File: src/rtl/sm_pkg.sv
// Shared sign-magnitude helpers for the equalizer datapath.
package sm_pkg;

  localparam int SIGN_POS = 15;

  typedef enum logic {
    ADD_OK  = 1'b0,
    ADD_OVF = 1'b1
  } add_status_t;

  // Maps -0 to +0 for any word width n <= 64 (word is zero-extended into x).
  function automatic logic [63:0] sm_norm(input logic [63:0] x, input int unsigned n);
    logic [63:0] mag_mask;
    mag_mask = (64'd1 << (n - 1)) - 64'd1;
    return ((x & mag_mask) == 64'd0) ? 64'd0 : x;
  endfunction

endpackage

File: src/rtl/sm_add_core.sv
// Combinational sign-magnitude adder, never produces -0.
// SM_ACC_SAT_EN selects clamping instead of modulo wrap on magnitude overflow.
module sm_add_core
  import sm_pkg::*;
#(
  parameter int N = SIGN_POS + 1
) (
  input  logic [N-1:0] a,
  input  logic [N-1:0] b,
  output logic [N-1:0] sum,
  output logic         ovf
);

  localparam int M = N - 1;

  logic [N-1:0] w_a_n;
  logic [N-1:0] w_b_n;
  logic         w_sa;
  logic         w_sb;
  logic [M-1:0] w_ma;
  logic [M-1:0] w_mb;
  logic [M:0]   w_mag_sum;
  logic         w_a_ge;
  logic [M-1:0] w_diff;
  logic [M-1:0] w_mag;
  logic         w_sgn;
  add_status_t  w_status;

  assign w_a_n     = N'(sm_norm(64'(a), N));
  assign w_b_n     = N'(sm_norm(64'(b), N));
  assign w_sa      = w_a_n[M];
  assign w_sb      = w_b_n[M];
  assign w_ma      = w_a_n[M-1:0];
  assign w_mb      = w_b_n[M-1:0];
  assign w_mag_sum = {1'b0, w_ma} + {1'b0, w_mb};
  assign w_a_ge    = (w_ma >= w_mb);
  assign w_diff    = w_a_ge ? (w_ma - w_mb) : (w_mb - w_ma);

  always_comb begin
    w_status = ADD_OK;
    w_mag    = '0;
    w_sgn    = 1'b0;
    if (w_sa == w_sb) begin
      w_sgn = w_sa;
      w_mag = w_mag_sum[M-1:0];
      if (w_mag_sum[M]) begin
        w_status = ADD_OVF;
`ifdef SM_ACC_SAT_EN
        w_mag = {M{1'b1}};
`endif
      end
    end else begin
      w_mag = w_diff;
      w_sgn = w_a_ge ? w_sa : w_sb;
    end
    // A zero magnitude (cancellation or wrap) is always reported as +0.
    if (w_mag == '0) begin
      w_sgn = 1'b0;
    end
  end

  assign sum = {w_sgn, w_mag};
  assign ovf = (w_status == ADD_OVF);

endmodule

File: src/rtl/sm_accumulator.sv
// Streaming sign-magnitude frame accumulator with valid/ready on both sides.
// SM_ACC_SAT_EN enables clamping on overflow and the sticky out_sat flag.
module sm_accumulator
  import sm_pkg::*;
#(
  parameter int N       = SIGN_POS + 1,
  parameter int ACC_LEN = 8
) (
  input  logic         clk,
  input  logic         rst_n,
  input  logic         clear,
  input  logic         in_valid,
  output logic         in_ready,
  input  logic [N-1:0] in_data,
  output logic         out_valid,
  input  logic         out_ready,
  output logic [N-1:0] out_data,
  output logic         out_sat
);

  localparam int CNT_W = (ACC_LEN > 1) ? $clog2(ACC_LEN) : 1;
  localparam logic [CNT_W-1:0] LAST_CNT = CNT_W'(ACC_LEN - 1);

  logic [N-1:0]     r_acc;
  logic [CNT_W-1:0] r_cnt;
  logic             r_out_valid;
  logic [N-1:0]     r_out_data;

  logic             w_accept;
  logic             w_consume;
  logic [CNT_W-1:0] w_cnt_base;
  logic             w_last;
  logic [N-1:0]     w_add_a;
  logic [N-1:0]     w_sum;
  logic             w_ovf;

  assign in_ready   = !(r_out_valid && !out_ready);
  assign w_accept   = in_valid && in_ready;
  assign w_consume  = r_out_valid && out_ready;
  // clear restarts the frame in the same cycle, so a coincident sample is sample 1.
  assign w_cnt_base = clear ? '0 : r_cnt;
  assign w_add_a    = (w_cnt_base == '0) ? '0 : r_acc;
  assign w_last     = w_accept && (w_cnt_base == LAST_CNT);

  sm_add_core #(.N(N)) u_add (
    .a   (w_add_a),
    .b   (in_data),
    .sum (w_sum),
    .ovf (w_ovf)
  );

  always_ff @(posedge clk or negedge rst_n) begin
    if (!rst_n) begin
      r_acc       <= '0;
      r_cnt       <= '0;
      r_out_valid <= 1'b0;
      r_out_data  <= '0;
    end else begin
      if (w_accept) begin
        if (w_last) begin
          r_acc <= '0;
          r_cnt <= '0;
        end else begin
          r_acc <= w_sum;
          r_cnt <= w_cnt_base + 1'b1;
        end
      end else if (clear) begin
        r_acc <= '0;
        r_cnt <= '0;
      end
      if (w_last) begin
        r_out_valid <= 1'b1;
        r_out_data  <= w_sum;
      end else if (w_consume) begin
        r_out_valid <= 1'b0;
      end
    end
  end

`ifdef SM_ACC_SAT_EN
  logic r_sat_sticky;
  logic r_out_sat;
  logic w_sticky_base;

  assign w_sticky_base = clear ? 1'b0 : r_sat_sticky;

  always_ff @(posedge clk or negedge rst_n) begin
    if (!rst_n) begin
      r_sat_sticky <= 1'b0;
      r_out_sat    <= 1'b0;
    end else begin
      if (w_accept) begin
        if (w_last) begin
          r_sat_sticky <= 1'b0;
          r_out_sat    <= w_sticky_base | w_ovf;
        end else begin
          r_sat_sticky <= w_sticky_base | w_ovf;
        end
      end else if (clear) begin
        r_sat_sticky <= 1'b0;
      end
    end
  end

  assign out_sat = r_out_sat;
`else
  logic w_ovf_unused;
  assign w_ovf_unused = w_ovf;
  assign out_sat      = 1'b0;
`endif

  assign out_valid = r_out_valid;
  assign out_data  = r_out_data;

endmodule

File: config.mk
export PLATFORM = sky130hd
export DESIGN_NAME = sm_accumulator
export DESIGN_NICKNAME = d
export VERILOG_FILES = /design/src/rtl/sm_pkg.sv /design/src/rtl/sm_add_core.sv /design/src/rtl/sm_accumulator.sv
export SDC_FILE = /design/constraint.sdc
export NUM_CORES = 1
export LEC_CHECK = 0
export CAP_MARGIN = 20
export CORE_MARGIN = 4
export CORE_UTILIZATION = 30
export DETAILED_ROUTE_END_ITERATION = 10
export DONT_BUFFER_PORTS = 1
export PLACE_DENSITY = 0.55
export SYNTH_ARGS = -nofsm -noshare
export SYNTH_HDL_FRONTEND = slang
export SYNTH_HIERARCHICAL = 1
export SYNTH_SLANG_ARGS = --single-unit
export TNS_END_PERCENT = 50
File: constraint.sdc
create_clock -name clk -period 4.7 [get_ports clk]
set_clock_uncertainty 0.15 [all_clocks]
set_input_delay 0.94 -clock clk [delete_from_list [all_inputs] [get_ports clk]]
set_output_delay 0.94 -clock clk [all_outputs]
set_load 0.05 [all_outputs]
### Word-level counts from Yosys, hierarchy flattened

Cells that the tools add are included.

* register bits: 36
* input port bits: 21
* output and inout port bits: 19

* add/subtract/negate cells: 4
* order comparisons: 1
* equal/unequal tests: 2
* muxes and demuxes: 16
* reduce and logical (&&, ||, !) cells: 12

Operator list (number)
* 64-bit logical NOT: 2
* 16-bit 2-to-1 mux: 6
* 15-bit 2-to-1 mux: 2
* 15-bit subtractor: 2
* 15-bit adder: 1
* 15-bit >= comparator: 1
* 15-bit logical NOT: 1
* 3-bit 2-to-1 mux: 3
* 1-bit 2-to-1 mux: 5
* 1-bit logical AND: 4
* 2-bit nonzero test: 2
* 3-bit by 1-bit adder with 3-bit output (second input constant): 1
* 3-bit equality test (second input constant): 1
* 3-bit logical NOT: 1
* 1-bit logical NOT: 2
* 1-bit equality test: 1

### Logic depth before layout (Yosys ltp)

Gate-level depths: netlist of the first run.

* word-level depth: 12
* gate-level depth with buffers: 22

### Modules after synthesis

Netlist of the first run, hierarchy kept.

Modules (own cells, without submodules)
* sm_add_core: instances 1, cells an instance 374, area an instance 2507.4 sq um
* sm_accumulator: instances 1, cells an instance 111, area an instance 1575.3 sq um

### Worst setup path before layout of the first run

Ideal clock, no wire load.

* kind: in2reg
* start point: input clear
* end point: register r_out_data[15], in the netlist out_data[15]
* arrival: 5.003 ns
* slack: -0.578 ns
* stages on the path: 21
* path buffers: 3
* cell sequence: nand2b_1 > ha_1 > nand2b_1 > clkbuf_1 > and2_1 > inv_1 > ha_1 > buf_2 > a21oi_1 > o21a_1 > or2_4 > and3_1 > o21ai_4 > mux2_4 > o31ai_4 > xnor2_1 > or4b_1 > nor4_2 > a31oi_1 > buf_4 > mux2_2

* cells in the longest elaborated chain, start to end: 10

Ends and longest elaborated chain
* start: declaration: line sm_accumulator.sv:11 `input logic clear,`
* 3-bit 2-to-1 mux (*)
* 3-bit logical NOT (*): line sm_accumulator.sv:42 `assign w_add_a = (w_cnt_base == '0) ? '0 : r_acc;`
* 16-bit 2-to-1 mux (*): line sm_accumulator.sv:42
* net w_add_a[6]: line sm_accumulator.sv:33 `logic [N-1:0] w_add_a;`
* 64-bit logical NOT: line sm_pkg.sv:15 `return ((x & mag_mask) == 64'd0) ? 64'd0 : x;`
* 16-bit 2-to-1 mux (*): line sm_pkg.sv:15
* 15-bit subtractor / 15-bit >= comparator (equally long branches): line sm_add_core.sv:37, sm_add_core.sv:36
* 15-bit 2-to-1 mux: line sm_add_core.sv:37 `assign w_diff = w_a_ge ? (w_ma - w_mb) : (w_mb - w_ma);`
* 15-bit 2-to-1 mux (*): line sm_add_core.sv:43 `if (w_sa == w_sb) begin`
* net w_sum[6]: line sm_accumulator.sv:34 `logic [N-1:0] w_sum;`
* 15-bit logical NOT (*): line sm_add_core.sv:57 `if (w_mag == '0) begin`
* 1-bit 2-to-1 mux (*): line sm_add_core.sv:57
* net u_add.w_sgn: line sm_add_core.sv:26 `logic w_sgn;`
* end signal: assignment: line sm_accumulator.sv:73 `r_out_data <= w_sum;`
* end: declaration: line sm_accumulator.sv:27 `logic [N-1:0] r_out_data;`

The timed path passes the listed nets; every way through them passes the cells marked *.
A chain may end at the register's enable or synchronous reset.

### Worst setup path after layout of the first run

* start point: input clear
* end point: register r_out_data[15], in the netlist out_data[15]

* cells in the longest elaborated chain, start to end: 10

Ends and longest elaborated chain (line)
* 3-bit 2-to-1 mux (*)
* 3-bit logical NOT (*): sm_accumulator.sv:42
* 16-bit 2-to-1 mux (*): sm_accumulator.sv:42
* net w_add_a[6]: sm_accumulator.sv:33
* 64-bit logical NOT: sm_pkg.sv:15
* 16-bit 2-to-1 mux (*): sm_pkg.sv:15
* 15-bit subtractor / 15-bit >= comparator (equally long branches): sm_add_core.sv:37, sm_add_core.sv:36
* 15-bit 2-to-1 mux: sm_add_core.sv:37
* 15-bit 2-to-1 mux: sm_add_core.sv:43
* 15-bit logical NOT: sm_add_core.sv:57
* 1-bit 2-to-1 mux (*): sm_add_core.sv:57
* net w_sum[15]: sm_accumulator.sv:34

Marked as above.

==> impl_metrics.ini, run 1 <==
[detailed_routing]
wl_per_cell_um = 18.8
drtPass1Iterations = 5
drtIter0Drc = 230
routed-via-count = 3835
wirelength_mm = 13.8
viasPerCell = 5.23
drc = 0
postRouteAntennaNets = 0

[setup_path]
ff2ff_setup_slack_ps = 300
endpoint = out_data[15]$_DFFE_PN0P_
crit_path_end_kind = register
start_kind = input port
required_ps = 4710
reg2reg_depth = 24
critPathLaunch = clear
path_class = in2reg
critical_path_arrival_ps = 4690
reg2reg_to = out_data[15]$_DFFE_PN0P_
critPathMaxFanout = 8
r2r-start = r_cnt[2]$_DFF_PN0_

[global_route]
overflow = 0
antenna_found_initial = 0
grt_usage_pct = 17.7
grt_pass1_wl_mm = 21.0
grt_max_degree = 37
grt_pass1_vias = 3892

[yosys]
syn_inst = 479
syn-num-nets = 549
netlist_area_sq_mm = 0.00405
avgSynthCellArea_sq_um = 8.45
synth_warnings = 6

[place]
gp_congestion = 0.974
io_buffer_count = 0
hpwl_mm = 10.9
dpl_worst_slack_ps = -501
postPlaceCellArea_sq_mm = 0.00488

[timing]
period_share_pct = 99.7
maxSlewHeadroom_pct = 26.9
rsz0062_at_grt = true
fin_ws_ps = 16.4
fin_crit_ps = 4680
hold_viol = 0
worst_slew_pin_slew_ps = 1090
fmax_mhz = 214
setup_viol = 0
slew_violations = 0

[clocking]
cts_made_buffers = 5
cts_sinks = 36
clockBufferDepth = 2
clk_pin_slew_ps = 60
clk_latency_ps = 270
postCtsHoldBufs = 0
cts_root_buffer = clkbuf_16
cts_tree = built
cts_max_level = 2

[power]
p_per_area_mw_per_mm2 = 366
ir_drop_v = 0.000175
p_leak_nw = 2.53

[finish]
drive_gt1_share_pct = 37.9
nFillCells = 1320
layout_commonest_cell = buf_4
stdcell_area_sq_mm = 0.00536
final_nets = 626
diodes = 0
areaGrowthSynthToFinish_pct = 32.5
mostFrequentLayoutCells = 121 x buf_4, 49 x inv_1, 36 x dfrtp_1, 34 x ha_1, 33 x a21oi_1
utilization_pct = 40.5

[floorplanning]
core_sq_mm = 0.0132
fp.dieH_um = 124
die_w_um = 124
rows = 42
start_util_pct = 30.6
io_pins = 40
die_area_sq_mm = 0.0154

[outcome]
outcome = finished, final reports clean

[worst_hold_path]
hold_class = in2async

[flow_run]
maxCapViolCount = 0
[worst min-delay path by stage]
stage | start | endpoint | slack [ps]
2_1_floorplan | r_acc[10]$_DFFE_PN0P_ | r_acc[10]$_DFFE_PN0P_ | 310
3_3_place_gp | r_acc[5]$_DFFE_PN0P_ | r_acc[5]$_DFFE_PN0P_ | 330
3_5_place_dp | r_acc[3]$_DFFE_PN0P_ | r_acc[3]$_DFFE_PN0P_ | 340
4_1_cts | rst_n | r_acc[8]$_DFFE_PN0P_ | 200
5_1_grt | rst_n | r_acc[5]$_DFFE_PN0P_ | 190
6_report | rst_n | r_cnt[0]$_DFF_PN0_ | 210
[critical path, cell delays in order]
cell	delay [ps]
nand2b_4	140
ha_4	180
nand2b_4	130
buf_4	120
and2_4	130
inv_1	60
ha_4	280
nand4_1	150
buf_4	180
buf_4	120
buf_4	120
buf_4	120
buf_4	130
buf_4	120
buf_4	120
buf_4	120
buf_4	120
buf_4	120
buf_4	120
o21bai_4	180
a31oi_1	170
o21ai_0	150
xor2_1	240
a31oi_1	160
mux2_4	280
[state kept, by name (all words and copies together), names as in the netlist]
signal / count
out_data: 16
out_valid: 1
r_acc: 16
r_cnt: 3
[per-layer routing]
metal | global-route usage, % | wire [um] | part of all wire [%]
met5 | 0 | 0 | 0
met3 | 3.95 | 818 | 5.9
met4 | 6.23 | 500 | 3.6
met1 | 22.3 | 5870 | 43
met2 | 29.7 | 6580 | 48
[timing repair]
| action | 4_1_cts | 5_1_grt |
|---|---|---|
| pin swaps | 8 | 6 |
| gates resized for setup | 17 | 11 |
| buffers inserted | 13 | 2 |
| endpoints found under the setup margin | 2 | 3 |
| gates cloned | 1 | 0 |
[per-stage QoR]
step | std cells | hold slack (ps) | power (mW) | TNS (ps)
after floorplan | 479 | 308 | 1.01 | -723
after global placement | 709 | 328 | 1.44 | -1010
after detailed placement | 709 | 336 | 1.45 | -1200
after CTS | 731 | 201 | 1.92 | 0
after global routing | 733 | 191 | 2.08 | -179
final | 733 | 210 | 1.96 | 0
[layout make-up]
| class | instances | area, sq um | share of cell area [%] |
|---|---|---|---|
| clock inverters | 1 | 30.0 | 0.560 |
| repair buffers | 121 | 908 | 16.9 |
| clock buffers | 7 | 153 | 2.85 |
| well taps | 176 | 220 | 4.11 |
| flip-flops and latches | 36 | 901 | 16.8 |
| multi-input cells | 342 | 2960 | 55.3 |
| inverters | 50 | 188 | 3.50 |
[report_power, final]
part           total [mW]  internal [mW]  switching (mW)
Clock               0.399          0.279           0.120
Sequential          0.393          0.357          0.0361
Combinational        1.17          0.585           0.586
(Power assumes the default switching activity.)
==> inputs of run 2 (changes only) <==
--- a/config.mk
+++ b/config.mk
@@ -5,12 +5,14 @@
 export SDC_FILE = /design/constraint.sdc
 export NUM_CORES = 1
 export LEC_CHECK = 0
+export ABC_CLOCK_PERIOD_IN_PS = 4700
 export CAP_MARGIN = 20
 export CORE_MARGIN = 4
 export CORE_UTILIZATION = 30
 export DETAILED_ROUTE_END_ITERATION = 10
 export DONT_BUFFER_PORTS = 1
 export PLACE_DENSITY = 0.55
+export SETUP_SLACK_MARGIN = 0.15
 export SYNTH_ARGS = -nofsm -noshare
 export SYNTH_HDL_FRONTEND = slang
 export SYNTH_HIERARCHICAL = 1
==> impl_metrics.ini, run 2 (synthesized netlist as in run 1, its figures left out) <==
[setup_path]
crit_slowest_cell = or4_4
worstPathCellList = nand2b_4 -> ha_4 -> nand2b_4 -> buf_6 -> and2_4 -> inv_2 -> ha_4 -> nand4_1 -> nor4_2 -> or3_4 -> or4_4 -> a21o_1 -> a221oi_2 -> o32ai_2 -> xor2_1 -> nand4bb_1 -> nor4_2 -> a31oi_1 -> mux2_4
start_kind = input port
critPathTopFamily = simple AND/OR/NAND/NOR gates
reg2reg_to = out_data[15]$_DFFE_PN0P_
critical_path_arrival_ps = 4720
r2r-start = r_cnt[2]$_DFF_PN0_
critPathMaxFanout = 8
ff2ff_setup_slack_ps = 270
path_buf_inv = 2
required_ps = 4710
crit_path_end_kind = register
worst_path_largest_cell_delay_ps = 560
path_class = in2reg
reg2reg_depth = 18

[detailed_routing]
drc = 0
highest_layer = met4
postRouteAntennaNets = 0
route.met3.wl_um = 924
routed-via-count = 3850
wl_per_cell_um = 19.0
viasPerCell = 5.25
drtPass1Iterations = 5
drtIter0Drc = 281
wirelength_mm = 14.0
wl_met2_mm = 6.75
wl_met1_mm = 5.89

[floorplanning]
die_w_um = 124
die_area_sq_mm = 0.0154
rows = 42
start_util_pct = 30.6
fp.dieH_um = 124
core_sq_mm = 0.0132
io_pins = 40

[clocking]
cts_made_buffers = 5
clk_pin_slew_ps = 60
cts_tree = built
cts_sinks = 36
cts_max_level = 2
cts_root_buffer = clkbuf_16
clockBufferDepth = 2
clk_latency_ps = 270

[power]
p_leak_nw = 2.54
ir_drop_v = 0.000175
p_per_area_mw_per_mm2 = 366

[place]
gp_congestion = 0.974
dpl_worst_slack_ps = -501
hpwl_mm = 10.9
io_buffer_count = 0

[global_route]
antenna_found_initial = 0
overflow = 0
grt_pass1_wl_mm = 21.2
grt_usage_pct = 17.9
grt_max_degree = 37
grt_pass1_vias = 3921

[timing]
whs_ps = 208
setup_viol = 1
period_share_pct = 100
fin_crit_ps = 4710
fin_tns_setup_ps = -8.76
hold_viol = 0
maxSlewHeadroom_pct = 28.0
worst_slew_pin_slew_ps = 1080
fmax_mhz = 212
rsz0062_at_grt = true
fin_ws_ps = -8.76
slew_violations = 0

[finish]
diodes = 0
areaGrowthSynthToFinish_pct = 34.2
layout_commonest_cell = buf_4
mostFrequentLayoutCells = 120 x buf_4, 46 x inv_1, 36 x dfrtp_1, 33 x a21oi_1, 32 x ha_1
drive_gt1_share_pct = 39.5
final_nets = 626

[outcome]
outcome = finished with violations
violations = negative setup slack

[worst_hold_path]
hold_class = in2async

[flow_run]
maxCapViolCount = 0
-- run 2: final cells by class --
| type | instances | area [sq um] |
|---|---|---|
| Inverter | 50 | 188 |
| Timing Repair Buffer | 121 | 912 |
| Clock inverter | 1 | 30.0 |
| Tap cell | 176 | 220 |
| Fill cell | 1311 | 7810 |
| Clock buffer | 7 | 153 |
| Multi-Input combinational cell | 342 | 3030 |
| Sequential cell | 36 | 901 |
-- run 2: worst reg2reg max path, cell delays in order, from the launching register on --
cell and delay [ps]:
dfrtp_1 350, nor2b_2 250, nand2b_4 250, buf_6 110, and2_4 140, inv_2 40, ha_4 220, nand4_1 140
nor4_2 80, or3_4 410, or4_4 560, a21o_1 190, a221oi_2 260, o32ai_2 120, xor2_1 190, nand4bb_1 220
nor4_2 220, a31oi_1 140, mux2_4 270
-- run 2: how the worst max path moves through the flow --
| stage | start | endpoint | slack [ps] | cells past startpoint |
|---|---|---|---|---|
| after floorplan | clear | out_data[15]$_DFFE_PN0P_ | -390 | 21 |
| after global placement | clear | out_data[15]$_DFFE_PN0P_ | -470 | 18 |
| after detailed placement | clear | out_data[15]$_DFFE_PN0P_ | -500 | 18 |
| after CTS | clear | out_data[15]$_DFFE_PN0P_ | 50 | 19 |
| after global routing | clear | out_data[15]$_DFFE_PN0P_ | -110 | 20 |
| final | clear | out_data[15]$_DFFE_PN0P_ | -9 | 19 |
-- run 2: per-stage QoR --
| step | total power [mW] | instances | utilization [%] | cell area (sq um) |
|---|---|---|---|---|
| 2_1_floorplan | 1.01 | 479 | - | 4160 |
| 3_3_place_gp | 1.44 | 709 | 36.9 | 4880 |
| 3_5_place_dp | 1.45 | 709 | 36.9 | 4880 |
| 4_1_cts | 1.94 | 732 | 40.4 | 5350 |
| 5_1_grt | 2.10 | 733 | 41.0 | 5430 |
| 6_report | 1.99 | 733 | 41.0 | 5430 |
-- run 2: report_power, final --
| group | internal, mW | leakage, nW | switching, mW |
|---|---|---|---|
| clock | 0.279 | 0.0901 | 0.120 |
| sequential | 0.357 | 0.478 | 0.0370 |
| combinational | 0.596 | 1.98 | 0.598 |
-- run 2: what timing repair did --
| action | 4_1_cts | 5_1_grt |
|---|---|---|
| gates cloned | 1 | 0 |
| pin swaps | 16 | 9 |
| hold buffers | 0 | 0 |
| endpoints found under the setup margin | 3 | 5 |
| resized for setup | 29 | 15 |
| buffers inserted | 14 | 1 |
-- run 2: metal layers --
layer	vias up	global-route usage (%)
met5	-	0
met4	0	5.27
met3	28	3.95
met2	130	30.7
met1	1869	22.4
li1	1823	-
